==> config.mk <==
export PLATFORM = sky130hd
export DESIGN_NAME = tbuf_bus_arbiter
export DESIGN_NICKNAME = d
export VERILOG_FILES = /design/src/rtl/tbuf_arb_pkg.sv /design/src/rtl/tbuf_rr_pick.sv /design/src/rtl/tbuf_bus_arbiter.sv
export SDC_FILE = /design/constraint.sdc
export NUM_CORES = 1
export LEC_CHECK = 0
export ABC_AREA = 1
export CAP_MARGIN = 20
export CORE_ASPECT_RATIO = 1.75
export CORE_MARGIN = 5
export CORE_UTILIZATION = 38
export DETAILED_ROUTE_END_ITERATION = 16
export SLEW_MARGIN = 20
export SYNTH_ARGS = -nofsm -noshare
export SYNTH_HDL_FRONTEND = slang
export SYNTH_SLANG_ARGS = --single-unit
==> constraint.sdc <==
create_clock -name CLK -period 2.15 [get_ports CLK]
set_input_delay 0.43 -clock CLK [delete_from_list [all_inputs] [get_ports CLK]]
set_output_delay 0.43 -clock CLK [all_outputs]
set_load 0.005 [all_outputs]
==> src/rtl/tbuf_arb_pkg.sv <==
// Shared types and helpers for the tri-state bus arbiter.
package tbuf_arb_pkg;

  localparam int DEAD_MAX = 15;
  localparam int N_MAX    = 16;

  typedef enum logic [1:0] {
    IDLE  = 2'd0,
    DRIVE = 2'd1,
    TURN  = 2'd2
  } arb_state_e;

  // One-hot decode of a driver index, sized for the largest legal bank.
  function automatic logic [N_MAX-1:0] onehot_of(input logic [3:0] idx);
    logic [N_MAX-1:0] oh;
    oh      = '0;
    oh[idx] = 1'b1;
    return oh;
  endfunction

endpackage

==> src/rtl/tbuf_rr_pick.sv <==
// Combinational round-robin picker: first set request at or after ptr,
// wrapping, found by priority-encoding a doubled request vector whose bits
// below ptr are masked off.
module tbuf_rr_pick
  import tbuf_arb_pkg::*;
#(
  parameter int N = 4,
  localparam int IW = $clog2(N)
) (
  input  logic [N-1:0]  req,
  input  logic [IW-1:0] ptr,
  output logic          valid,
  output logic [IW-1:0] idx
);

  logic [2*N-1:0] req2;
  logic [2*N-1:0] mask2;
  logic [2*N-1:0] cand;

  assign req2  = {req, req};
  assign mask2 = ~(((2*N)'(1) << ptr) - (2*N)'(1));
  assign cand  = req2 & mask2;

  // Lowest surviving candidate wins; the upper copy supplies the wrap-around.
  always_comb begin
    valid = |req;
    idx   = '0;
    for (int j = 2*N-1; j >= 0; j--) begin
      if (cand[j]) idx = IW'(j % N);
    end
  end

endmodule

==> src/rtl/tbuf_bus_arbiter.sv <==
// Round-robin owner of a shared tri-state bus built from 12T tbuf drivers.
// EN/EN_BAR come straight from flops, tenure is bounded when others wait,
// and DEAD all-off cycles separate every change of owner.
module tbuf_bus_arbiter
  import tbuf_arb_pkg::*;
#(
  parameter int N        = 4,
  parameter int DEAD     = 1,
  parameter int MAX_HOLD = 16
) (
  input  logic                 CLK,
  input  logic                 RST,
  input  logic [N-1:0]         REQ,
  output logic [N-1:0]         EN,
  output logic [N-1:0]         EN_BAR,
  output logic [N-1:0]         GNT,
  output logic [$clog2(N)-1:0] OWNER,
  output logic                 BUS_IDLE
);

  localparam int IW = $clog2(N);
  localparam int HW = (MAX_HOLD > 1) ? $clog2(MAX_HOLD) : 1;
  localparam logic [HW-1:0] HOLD_LAST = (MAX_HOLD > 0) ? HW'(MAX_HOLD - 1) : '0;

  arb_state_e       state_q;
  logic [N-1:0]     en_q;
  logic [N-1:0]     enb_q;
  logic [IW-1:0]    owner_q;
  logic [IW-1:0]    ptr_q;
  logic [HW-1:0]    hold_q;
  logic [3:0]       dead_q;

  logic             pick_vld;
  logic [IW-1:0]    pick_idx;
  logic [N_MAX-1:0] pick_oh_full;
  logic [N_MAX-1:0] own_oh_full;
  logic [N-1:0]     pick_oh;
  logic [N-1:0]     own_oh;
  logic [IW-1:0]    next_ptr;
  logic             rel;

  tbuf_rr_pick #(.N(N)) u_pick (
    .req   (REQ),
    .ptr   (ptr_q),
    .valid (pick_vld),
    .idx   (pick_idx)
  );

  assign pick_oh_full = onehot_of(4'(pick_idx));
  assign own_oh_full  = onehot_of(4'(owner_q));
  assign pick_oh      = pick_oh_full[N-1:0];
  assign own_oh       = own_oh_full[N-1:0];

  if (N < N_MAX) begin : g_hi
    logic unused_hi;
    assign unused_hi = ^{pick_oh_full[N_MAX-1:N], own_oh_full[N_MAX-1:N]};
  end

  assign next_ptr = (owner_q == IW'(N - 1)) ? '0 : owner_q + 1'b1;

  // Release on owner drop, or on tenure expiry while someone else waits.
  assign rel = !REQ[owner_q] ||
               ((MAX_HOLD != 0) && (hold_q == HOLD_LAST) && ((REQ & ~own_oh) != '0));

  // Arbitration FSM with tenure/dead counters and the registered tbuf enables.
  always_ff @(posedge CLK) begin
    if (RST) begin
      state_q <= IDLE;
      en_q    <= '0;
      enb_q   <= '1;
      owner_q <= '0;
      ptr_q   <= '0;
      hold_q  <= '0;
      dead_q  <= '0;
    end else begin
      case (state_q)
        IDLE: begin
          if (pick_vld) begin
            en_q    <= pick_oh;
            enb_q   <= ~pick_oh;
            owner_q <= pick_idx;
            hold_q  <= '0;
            state_q <= DRIVE;
          end
        end
        DRIVE: begin
          if (rel) begin
            en_q    <= '0;
            enb_q   <= '1;
            ptr_q   <= next_ptr;
            dead_q  <= 4'(DEAD - 1);
            state_q <= TURN;
          end else if (hold_q != HOLD_LAST) begin
            hold_q <= hold_q + 1'b1;
          end
        end
        TURN: begin
          if (dead_q != 4'd0) begin
            dead_q <= dead_q - 4'd1;
          end else if (pick_vld) begin
            en_q    <= pick_oh;
            enb_q   <= ~pick_oh;
            owner_q <= pick_idx;
            hold_q  <= '0;
            state_q <= DRIVE;
          end else begin
            state_q <= IDLE;
          end
        end
        default: state_q <= IDLE;
      endcase
    end
  end

  assign EN       = en_q;
  assign EN_BAR   = enb_q;
  assign GNT      = en_q;
  assign OWNER    = owner_q;
  assign BUS_IDLE = ~|en_q;

  a_onehot0: assert property (@(posedge CLK) disable iff (RST) $onehot0(EN));
  a_compl:   assert property (@(posedge CLK) disable iff (RST) EN_BAR == ~EN);
  a_bbm:     assert property (@(posedge CLK) disable iff (RST)
                              ($past(EN) != '0 && EN != '0) |-> EN == $past(EN));

endmodule

After elaboration in Yosys (flattened, before gate mapping)
Cells that the tools add are included.
{"block": "word_totals", "register_bits": 22, "output_inout_bits": 15, "wordCells": 91}
{"block": "op_classes", "addsub": 4, "n_lt_le_gt_ge": 5, "n_eq_ne": 11, "shifts": 1, "n_mux": 38, "n_bitwise": 5, "n_reduce_logical": 20}
{"cell": "4-bit two-way mux", "count": 11}
{"cell": "4-bit case mux with 3 select lines", "count": 3}
{"cell": "2-bit two-way mux", "count": 14}
{"cell": "2-bit inequality test (second input constant)", "count": 6}
{"cell": "2-bit by 5-bit < comparator with 1-bit output (second input constant)", "count": 2}
{"cell": "3-bit AND reduction", "count": 3}
{"cell": "8-bit bitwise AND", "count": 1}
{"cell": "4-bit inverter", "count": 2}
{"cell": "8-bit inverter", "count": 1}
{"cell": "4-bit case mux with 2 select lines", "count": 1}
{"cell": "4-bit nonzero test", "count": 2}
{"cell": "4-bit OR reduction", "count": 2}
{"cell": "1-bit by 2-bit << shifter with 8-bit output (first input constant)", "count": 1}
{"cell": "8-bit by 2-bit subtractor with 8-bit output (second input constant)", "count": 1}
{"cell": "2-bit case mux with 3 select lines", "count": 1}
{"cell": "4-bit by 1-bit adder with 4-bit output (second input constant)", "count": 1}
{"cell": "4-bit bitwise AND", "count": 1}
{"cell": "1-bit demux with 2-bit select", "count": 2}
{"cell": "2-bit == test (second input constant)", "count": 2}
{"cell": "4-bit == test (second input constant)", "count": 1}
{"cell": "2-bit by 1-bit >= comparator with 1-bit output (second input constant)", "count": 2}
{"cell": "1-bit two-way mux", "count": 4}
{"cell": "4-bit inequality test (second input constant)", "count": 1}
{"cell": "2-bit case mux with 2 select lines", "count": 1}
{"cell": "other kinds (13)", "count": 18}

Logic depth before layout (Yosys ltp)
Gate-level depths: netlist of run 1.
{"block": "logic_depth", "word_depth": 20, "depth_mapped": 14, "mapped_depth_nobuf": 14}

Modules after synthesis
From an unflattened synthesis of run 1, not the netlist that was laid out.
{"block": "unflattened", "cells_unflattened": 189, "hier_area_um2": 1328.8}
{"module": "tbuf_bus_arbiter", "instances": 1, "cells_per_inst": 166, "area_per_inst_um2": 1214.9, "seq_area_each_um2": 440.4}
{"module": "tbuf_rr_pick", "instances": 1, "cells_per_inst": 23, "area_per_inst_um2": 113.9, "seq_area_each_um2": 0.0}

Worst setup path before layout of run 1
OpenSTA, ideal clock, no wires.
{"block": "synth_path", "path_type": "register to register", "from": "register owner_q[0] (netlist: OWNER[0])", "to": "register enb_q[1] (netlist: EN_BAR[1])", "arrival_time_ns": 1.336, "required_ns": 2.025, "setup_slack_ns": 0.689, "stages_incl_launch_ff": 11, "n_path_buf": 0, "period_less_slack_ns": 1.461, "path_cell_list": "dfxtp_1 > ha_1 > inv_1 > nand2_1 > nand2_1 > o21ai_2 > nand3_4 > nand2_4 > inv_4 > o21ai_0 > nand3_1"}
{"block": "synth_via", "elab_chain_len": 11, "word_cells_on_any_way": 15, "classes_between": "order compare (2); eq/ne (1); mux (4); bitwise (2); reduce/logical (6)"}
{"item": "from (decl)", "line_no": "tbuf_bus_arbiter.sv:28", "text": "logic [IW-1:0] owner_q;"}
{"item": "from (signal assigned)", "line_no": "tbuf_bus_arbiter.sv:81", "text": "owner_q <= pick_idx;"}
{"item": "from (signal assigned)", "line_no": "tbuf_bus_arbiter.sv:103", "text": "owner_q <= pick_idx;"}
{"item": "2-bit by 5-bit < comparator with 1-bit output (not written as such) or 2-bit by 1-bit >= comparator with 1-bit output (tied branches)", "line_no": "tbuf_arb_pkg.sv:17", "text": "oh[idx] = 1'b1;"}
{"item": "1-bit logical AND (not written as such)", "line_no": "tbuf_arb_pkg.sv:17"}
{"item": "1-bit two-way mux (not written as such)", "line_no": "tbuf_arb_pkg.sv:17"}
{"item": "1-bit demux with 2-bit select", "line_no": "tbuf_arb_pkg.sv:17"}
{"item": "4-bit inverter", "line_no": "tbuf_bus_arbiter.sv:63", "text": "((MAX_HOLD != 0) && (hold_q == HOLD_LAST) && ((REQ & ~own_oh) != '0));"}
{"item": "4-bit bitwise AND", "line_no": "tbuf_bus_arbiter.sv:63"}
{"item": "4-bit nonzero test", "line_no": "tbuf_bus_arbiter.sv:63"}
{"item": "1-bit logical AND", "line_no": "tbuf_bus_arbiter.sv:63"}
{"item": "1-bit logical OR (*)", "line_no": "tbuf_bus_arbiter.sv:62", "text": "assign rel = !REQ[owner_q] ||"}
{"item": "2-bit inequality test (no source line) (*)"}
{"item": "3-bit AND reduction (no source line) (*)"}
{"item": "to (signal assigned)", "line_no": "tbuf_bus_arbiter.sv:80", "text": "enb_q <= ~pick_oh;"}
{"item": "to (signal assigned)", "line_no": "tbuf_bus_arbiter.sv:102", "text": "enb_q <= ~pick_oh;"}
{"item": "to (decl)", "line_no": "tbuf_bus_arbiter.sv:27", "text": "logic [N-1:0] enb_q;"}
Every way passes the cells marked *; elsewhere a longest branch is shown, timed or not. The select of a mux whose other input is x is not followed.
A chain may end at the register's enable or synchronous reset.

Final worst setup path of run 1
{"block": "layout_path", "from": "register en_q[1] (netlist: EN[1])", "to": "output BUS_IDLE"}
{"block": "layout_via", "elab_chain_len": 2}
{"item": "from (decl)", "line_no": "tbuf_bus_arbiter.sv:26", "text": "logic [N-1:0] en_q;"}
{"item": "from (signal assigned)", "line_no": "tbuf_bus_arbiter.sv:79", "text": "en_q <= pick_oh;"}
{"item": "from (signal assigned)", "line_no": "tbuf_bus_arbiter.sv:101", "text": "en_q <= pick_oh;"}
{"item": "4-bit OR reduction", "line_no": "tbuf_bus_arbiter.sv:119", "text": "assign BUS_IDLE = ~|en_q;"}
{"item": "1-bit logical NOT", "line_no": "tbuf_bus_arbiter.sv:119"}
{"item": "to (decl)", "line_no": "tbuf_bus_arbiter.sv:18", "text": "output logic BUS_IDLE"}
No other way between the ends.

==> impl_metrics.ini, run 1 <==
[drt]
routed_wl_mm = 2.86
wire_per_inst_microns = 11.2
firstDrtPassIters = 4
route.detailed.drc = 0
postRouteAntennaNets = 0
drt-initial-drc-count = 36
viasPerCell = 4.70
dr_total_vias = 1202

[placed_design]
port_buffers = 20
dpl.hpwl_mm = 2.28
placed_area_sq_mm = 0.00153
gp_congestion = 0.785

[synthesis]
synth_seq_cells = 22
synth_cells = 192
ys_seq_area_share_pct = 33.8
syn_nets = 205
synth.avg_cell_area_sq_um = 6.78
synth_cell_type_count = 28
netlist_area_sq_mm = 0.00130
yosysWarnings = 0

[power_and_ir_drop]
p_sw_mw = 0.405
switching_share_pct = 31.3
power.internal_mw = 0.891
combPwrFrac_pct = 32.2
powerDensity_mw_per_mm2 = 810
p_leak_nw = 0.701
seq_power_share_pct = 38.1
ir_drop_uv = 489
clkPwrFrac_pct = 29.7

[sta]
timing.fmax_ghz = 0.541
fin_tns_setup_ns = 0
period_share_pct = 86.0
hold_violations = 0
finClkSkew_ns = 0.00539
tightestPinTransition_ns = 0.348
setup_viol_count_final = 0
slew_viol_final = 0
fin_crit_ns = 1.85
slew_headroom_pct = 76.8
rsz0062_at_grt = false

[worst_hold_path]
hold_path.startpoint = EN_BAR[3]
hold_path_class = reg -> reg

[clocking]
cts.sinks = 22
cts_buffers = 3
cts_resized = 0
htree_num_levels = 1
tritoncts = yes
clk_path_buf_depth = 2
clkTransAtPathRegs_ns = 0.08
root_buffer = clkbuf_8
ctsHoldBuffers = 0
postCtsSetupBuffers = 0
clk-insertion-delay-late_ns = 0.26

[critical_path]
startpoint_type = register
cp_top_family = buffers and inverters
max_stage_delay_ns = 0.55
critPathKind = reg -> out
crit_chain = nor4_1, clkdlybuf4s50_1
crit_slowest_cell = clkdlybuf4s50_1
critical_path.startpoint = EN[1]
cp_max_fo = 4
arrival_ns = 1.42
critical_path_required_ns = 1.72
critPathCaptureType = output pin
r2r_start = OWNER[0]
reg2reg_slack_ns = 0.50
critPathBufInv = 1

[grt]
grt_pass1_wl_mm = 4.87
globalRouteOverflowTotal = 0
grt_pass1_vias = 1146
grt_antenna_before_repair = 0
grt_max_degree = 14
grt_use_total_pct = 13.5

[layout]
fin_util_pct = 47.5
antenna-diode-count = 0
drive_gt1_share_pct = 11.8
final_area_sq_mm = 0.00160
final_cell_mix = nand2_1, dfxtp_1, nor2_1, clkdlybuf4s50_1, inv_1
area_growth_syn_to_layout_pct = 22.8
layout.nets = 225
fillers = 364
final_common_cell = nand2_1

[floorplanning]
die-area_sq_mm = 0.00474
fp-row-count = 28
die_width_microns = 54.3
fp.dieH_microns = 87.5
start_util_pct = 38.7
ios = 21
coreArea_sq_mm = 0.00336

[status]
status = finished clean

[run]
timing.max_cap.violations = 0
-- layer usage --
| metal | vias to the layer above | global-route usage [%] | share of wire, % |
|---|---|---|---|
| li1 | 641 | - | - |
| met1 | 543 | 15.2 | 41 |
| met2 | 16 | 24.5 | 55 |
| met3 | 2 | 2.23 | 3.0 |
| met4 | 0 | 4.54 | 1.0 |
| met5 | - | 0 | 0 |
-- cell families (layout without fill, tap and decap cells) --
family	Yosys count	in the layout	share of synthesized area, %
adder cells (fa/ha/maj)	7	7	6.72
AND/OR/NAND/NOR	105	105	36.4
AO/OA/AOI/OAI	26	26	11.2
flip-flops	22	22	33.8
XOR/XNOR	3	3	2.02
buffers and inverters	29	48	9.80
-- metrics by stage --
step / std cells / setup slack (ns) / power, mW / hold slack, ns
after global routing: 256 / 0.208 / 1.39 / 0.509
after CTS: 256 / 0.270 / 1.32 / 0.486
final: 256 / 0.302 / 1.30 / 0.484
after floorplan: 192 / 0.689 / 0.767 / 0.453
after detailed placement: 252 / 0.220 / 0.925 / 0.463
after global placement: 252 / 0.240 / 0.920 / 0.459
-- sequential cells by signal, indices dropped and copies added (netlist names) --
| register | count |
|---|---|
| OWNER | 2 |
| hold_q | 4 |
| EN | 4 |
| ptr_q | 2 |
| state_q | 2 |
| EN_BAR | 4 |
| dead_q | 4 |
-- power groups by stage --
stage	combinational [mW]	sequential (mW)	clock, mW
finish	0.418	0.493	0.385
global route	0.477	0.501	0.414
detailed placement	0.420	0.504	0
CTS	0.423	0.495	0.398
floorplan	0.268	0.499	0
global placement	0.418	0.503	0
-- cells in the mapped netlist --
cell / number / area share, %
a21boi_0: 1 / 0.58
a21oi_1: 15 / 5.8
a21oi_2: 2 / 1.3
buf_2: 1 / 0.38
buf_4: 4 / 2.3
clkbuf_1: 1 / 0.29
dfxtp_1: 22 / 34
ha_1: 7 / 6.7
inv_1: 18 / 5.2
inv_2: 4 / 1.2
inv_4: 1 / 0.48
nand2_1: 52 / 15
nand2_2: 6 / 2.9
nand2_4: 1 / 0.86
nand3_1: 15 / 5.8
nand3_4: 1 / 1.3
nor2_1: 22 / 6.3
nor2_2: 3 / 1.4
nor2_4: 1 / 0.86
nor3_1: 1 / 0.38
nor3b_1: 1 / 0.58
nor4_1: 1 / 0.48
o21a_1: 1 / 0.58
o21ai_0: 6 / 2.3
o21ai_2: 1 / 0.67
or2_1: 1 / 0.48
xnor2_1: 1 / 0.67
xor2_1: 2 / 1.3
-- path summary, 6_finish.rpt --
| check | endpoint | cells after the start |
|---|---|---|
| max reg2reg | EN_BAR[1] | 10 |
| min reg2reg | EN_BAR[3] | 2 |
| min | EN_BAR[3] | 2 |
| max | BUS_IDLE | 2 |
-- layout make-up --
| cell class | count | area [sq um] | share of cell area (%) |
|---|---|---|---|
| clock buffer | 3 | 41.3 | 2.58 |
| sequential | 22 | 440 | 27.5 |
| multi-input combinational | 141 | 734 | 45.9 |
| timing repair buffer | 21 | 208 | 13.0 |
| inverter | 23 | 88.8 | 5.56 |
| tap | 45 | 56.3 | 3.52 |
| clock inverter | 1 | 30.0 | 1.88 |
-- worst register-to-register path, cell delays in order, from the launching register on --
cell and delay [ns]:
dfxtp_1 0.48, ha_1 0.20, inv_1 0.06, nand2_1 0.05, nand2_1 0.08, o21ai_2 0.19, nand3_4 0.13, nand2_4 0.13
inv_4 0.06, o21ai_0 0.07, nand3_1 0.08
Note: power is estimated with default switching activity, not from simulation.
==> run 2, diff against run 1 <==
--- a/config.mk
+++ b/config.mk
@@ -11,6 +11,7 @@
 export CORE_MARGIN = 5
 export CORE_UTILIZATION = 38
 export DETAILED_ROUTE_END_ITERATION = 16
+export PLACE_DENSITY_LB_ADDON = 0.25
 export SLEW_MARGIN = 20
 export SYNTH_ARGS = -nofsm -noshare
 export SYNTH_HDL_FRONTEND = slang
==> impl_metrics.ini, run 2 (same netlist as run 1, synthesis figures left out) <==
[status]
status = finished clean

[sta]
slew_headroom_pct = 75.1
slew_viol_final = 0
fin_crit_ns = 1.85
timing.fmax_ghz = 0.541
tightestPinTransition_ns = 0.373
finClkSkew_ns = 0.00368
hold_violations = 0
setup_viol_count_final = 0
rsz0062_at_grt = false
period_share_pct = 85.9
fin_tns_setup_ns = 0

[placed_design]
dpl.hpwl_mm = 2.24
port_buffers = 20
gp_congestion = 0.792

[drt]
route.met2.wl_mm = 1.46
top_layer = met4
dr_wl_met3_microns = 61
viasPerCell = 4.61
routed_wl_mm = 2.76
firstDrtPassIters = 4
wire_per_inst_microns = 10.8
drt-initial-drc-count = 23
dr_total_vias = 1180
postRouteAntennaNets = 0
route.detailed.drc = 0
wl_met1_mm = 1.16

[floorplanning]
fp-row-count = 28
die-area_sq_mm = 0.00474
die_width_microns = 54.3
start_util_pct = 38.7
fp.dieH_microns = 87.5
ios = 21
coreArea_sq_mm = 0.00336

[layout]
fin_util_pct = 47.5
drive_gt1_share_pct = 11.8
final_common_cell = nand2_1
layout.nets = 225
final_cell_mix = nand2_1, dfxtp_1, nor2_1, clkdlybuf4s50_1, inv_1
area_growth_syn_to_layout_pct = 22.8
antenna-diode-count = 0

[power_and_ir_drop]
powerDensity_mw_per_mm2 = 808
p_leak_nw = 0.701
power.internal_mw = 0.891
combPwrFrac_pct = 32.2
clkPwrFrac_pct = 29.7
p_sw_mw = 0.401
p_total_mw = 1.29
switching_share_pct = 31.0
ir_drop_uv = 570
seq_power_share_pct = 38.1

[critical_path]
critPathKind = reg -> out
arrival_ns = 1.42
critPathCaptureType = output pin
critical_path_required_ns = 1.72
cp_max_fo = 4
startpoint_type = register

[grt]
grt_pass1_vias = 1119
globalRouteOverflowTotal = 0
grt_use_total_pct = 13.4
grt_max_degree = 14
grt_pass1_wl_mm = 4.70
grt_antenna_before_repair = 0

[clocking]
htree_num_levels = 1
clk_path_buf_depth = 2
postCtsSetupBuffers = 0
cts_resized = 0
clk-insertion-delay-late_ns = 0.26
clkTransAtPathRegs_ns = 0.08
ctsHoldBuffers = 0
cts_buffers = 3
cts.sinks = 22
tritoncts = yes
root_buffer = clkbuf_8

[worst_hold_path]
hold_path_class = reg -> reg

[run]
timing.max_cap.violations = 0
## run 2: power groups by stage
stage	Clock (mW)	Sequential, mW	Combinational (mW)
2_1_floorplan	0	0.499	0.268
3_3_place_gp	0	0.503	0.420
3_5_place_dp	0	0.503	0.422
4_1_cts	0.395	0.494	0.423
5_1_grt	0.415	0.502	0.475
6_report	0.384	0.492	0.416
## run 2: path summary, 6_finish.rpt
kind	startpoint	cells after the start	slack (ns)	endpoint
max	EN[1]	2	0.30	BUS_IDLE
min	EN_BAR[3]	2	0.48	EN_BAR[3]
max reg2reg	OWNER[0]	10	0.50	EN_BAR[1]
min reg2reg	EN_BAR[3]	2	0.48	EN_BAR[3]
## run 2: worst max-delay path, cell delays in order, from the launching register on
cell             delay, ns
dfxtp_1               0.34
nor4_1                0.27
clkdlybuf4s50_1       0.55
## run 2: area by class of cell
class                      instances  area [sq um]
fill                             379          1760
inverter                          23          88.8
multi-input combinational        141           734
tap                               45          56.3
clock buffer                       3          41.3
clock inverter                     1          30.0
timing repair buffer              21           208
sequential                        22           440
## run 2: metal layers
metal  up-vias  global-route usage, %
met5         -                      0
met4         0                   7.94
met1       522                   14.5
li1        640                      -
met3         7                   2.23
met2        11                   23.1
## run 2: through the flow
stage               std cells  hold WS [ns]  setup WS [ns]  instance area (sq um)
floorplan                 192         0.453          0.689                   1300
global placement          252         0.467          0.201                   1530
detailed placement        252         0.460          0.188                   1530
CTS                       256         0.483          0.273                   1600
global route              256         0.515          0.209                   1600
finish                    256         0.477          0.302                   1600
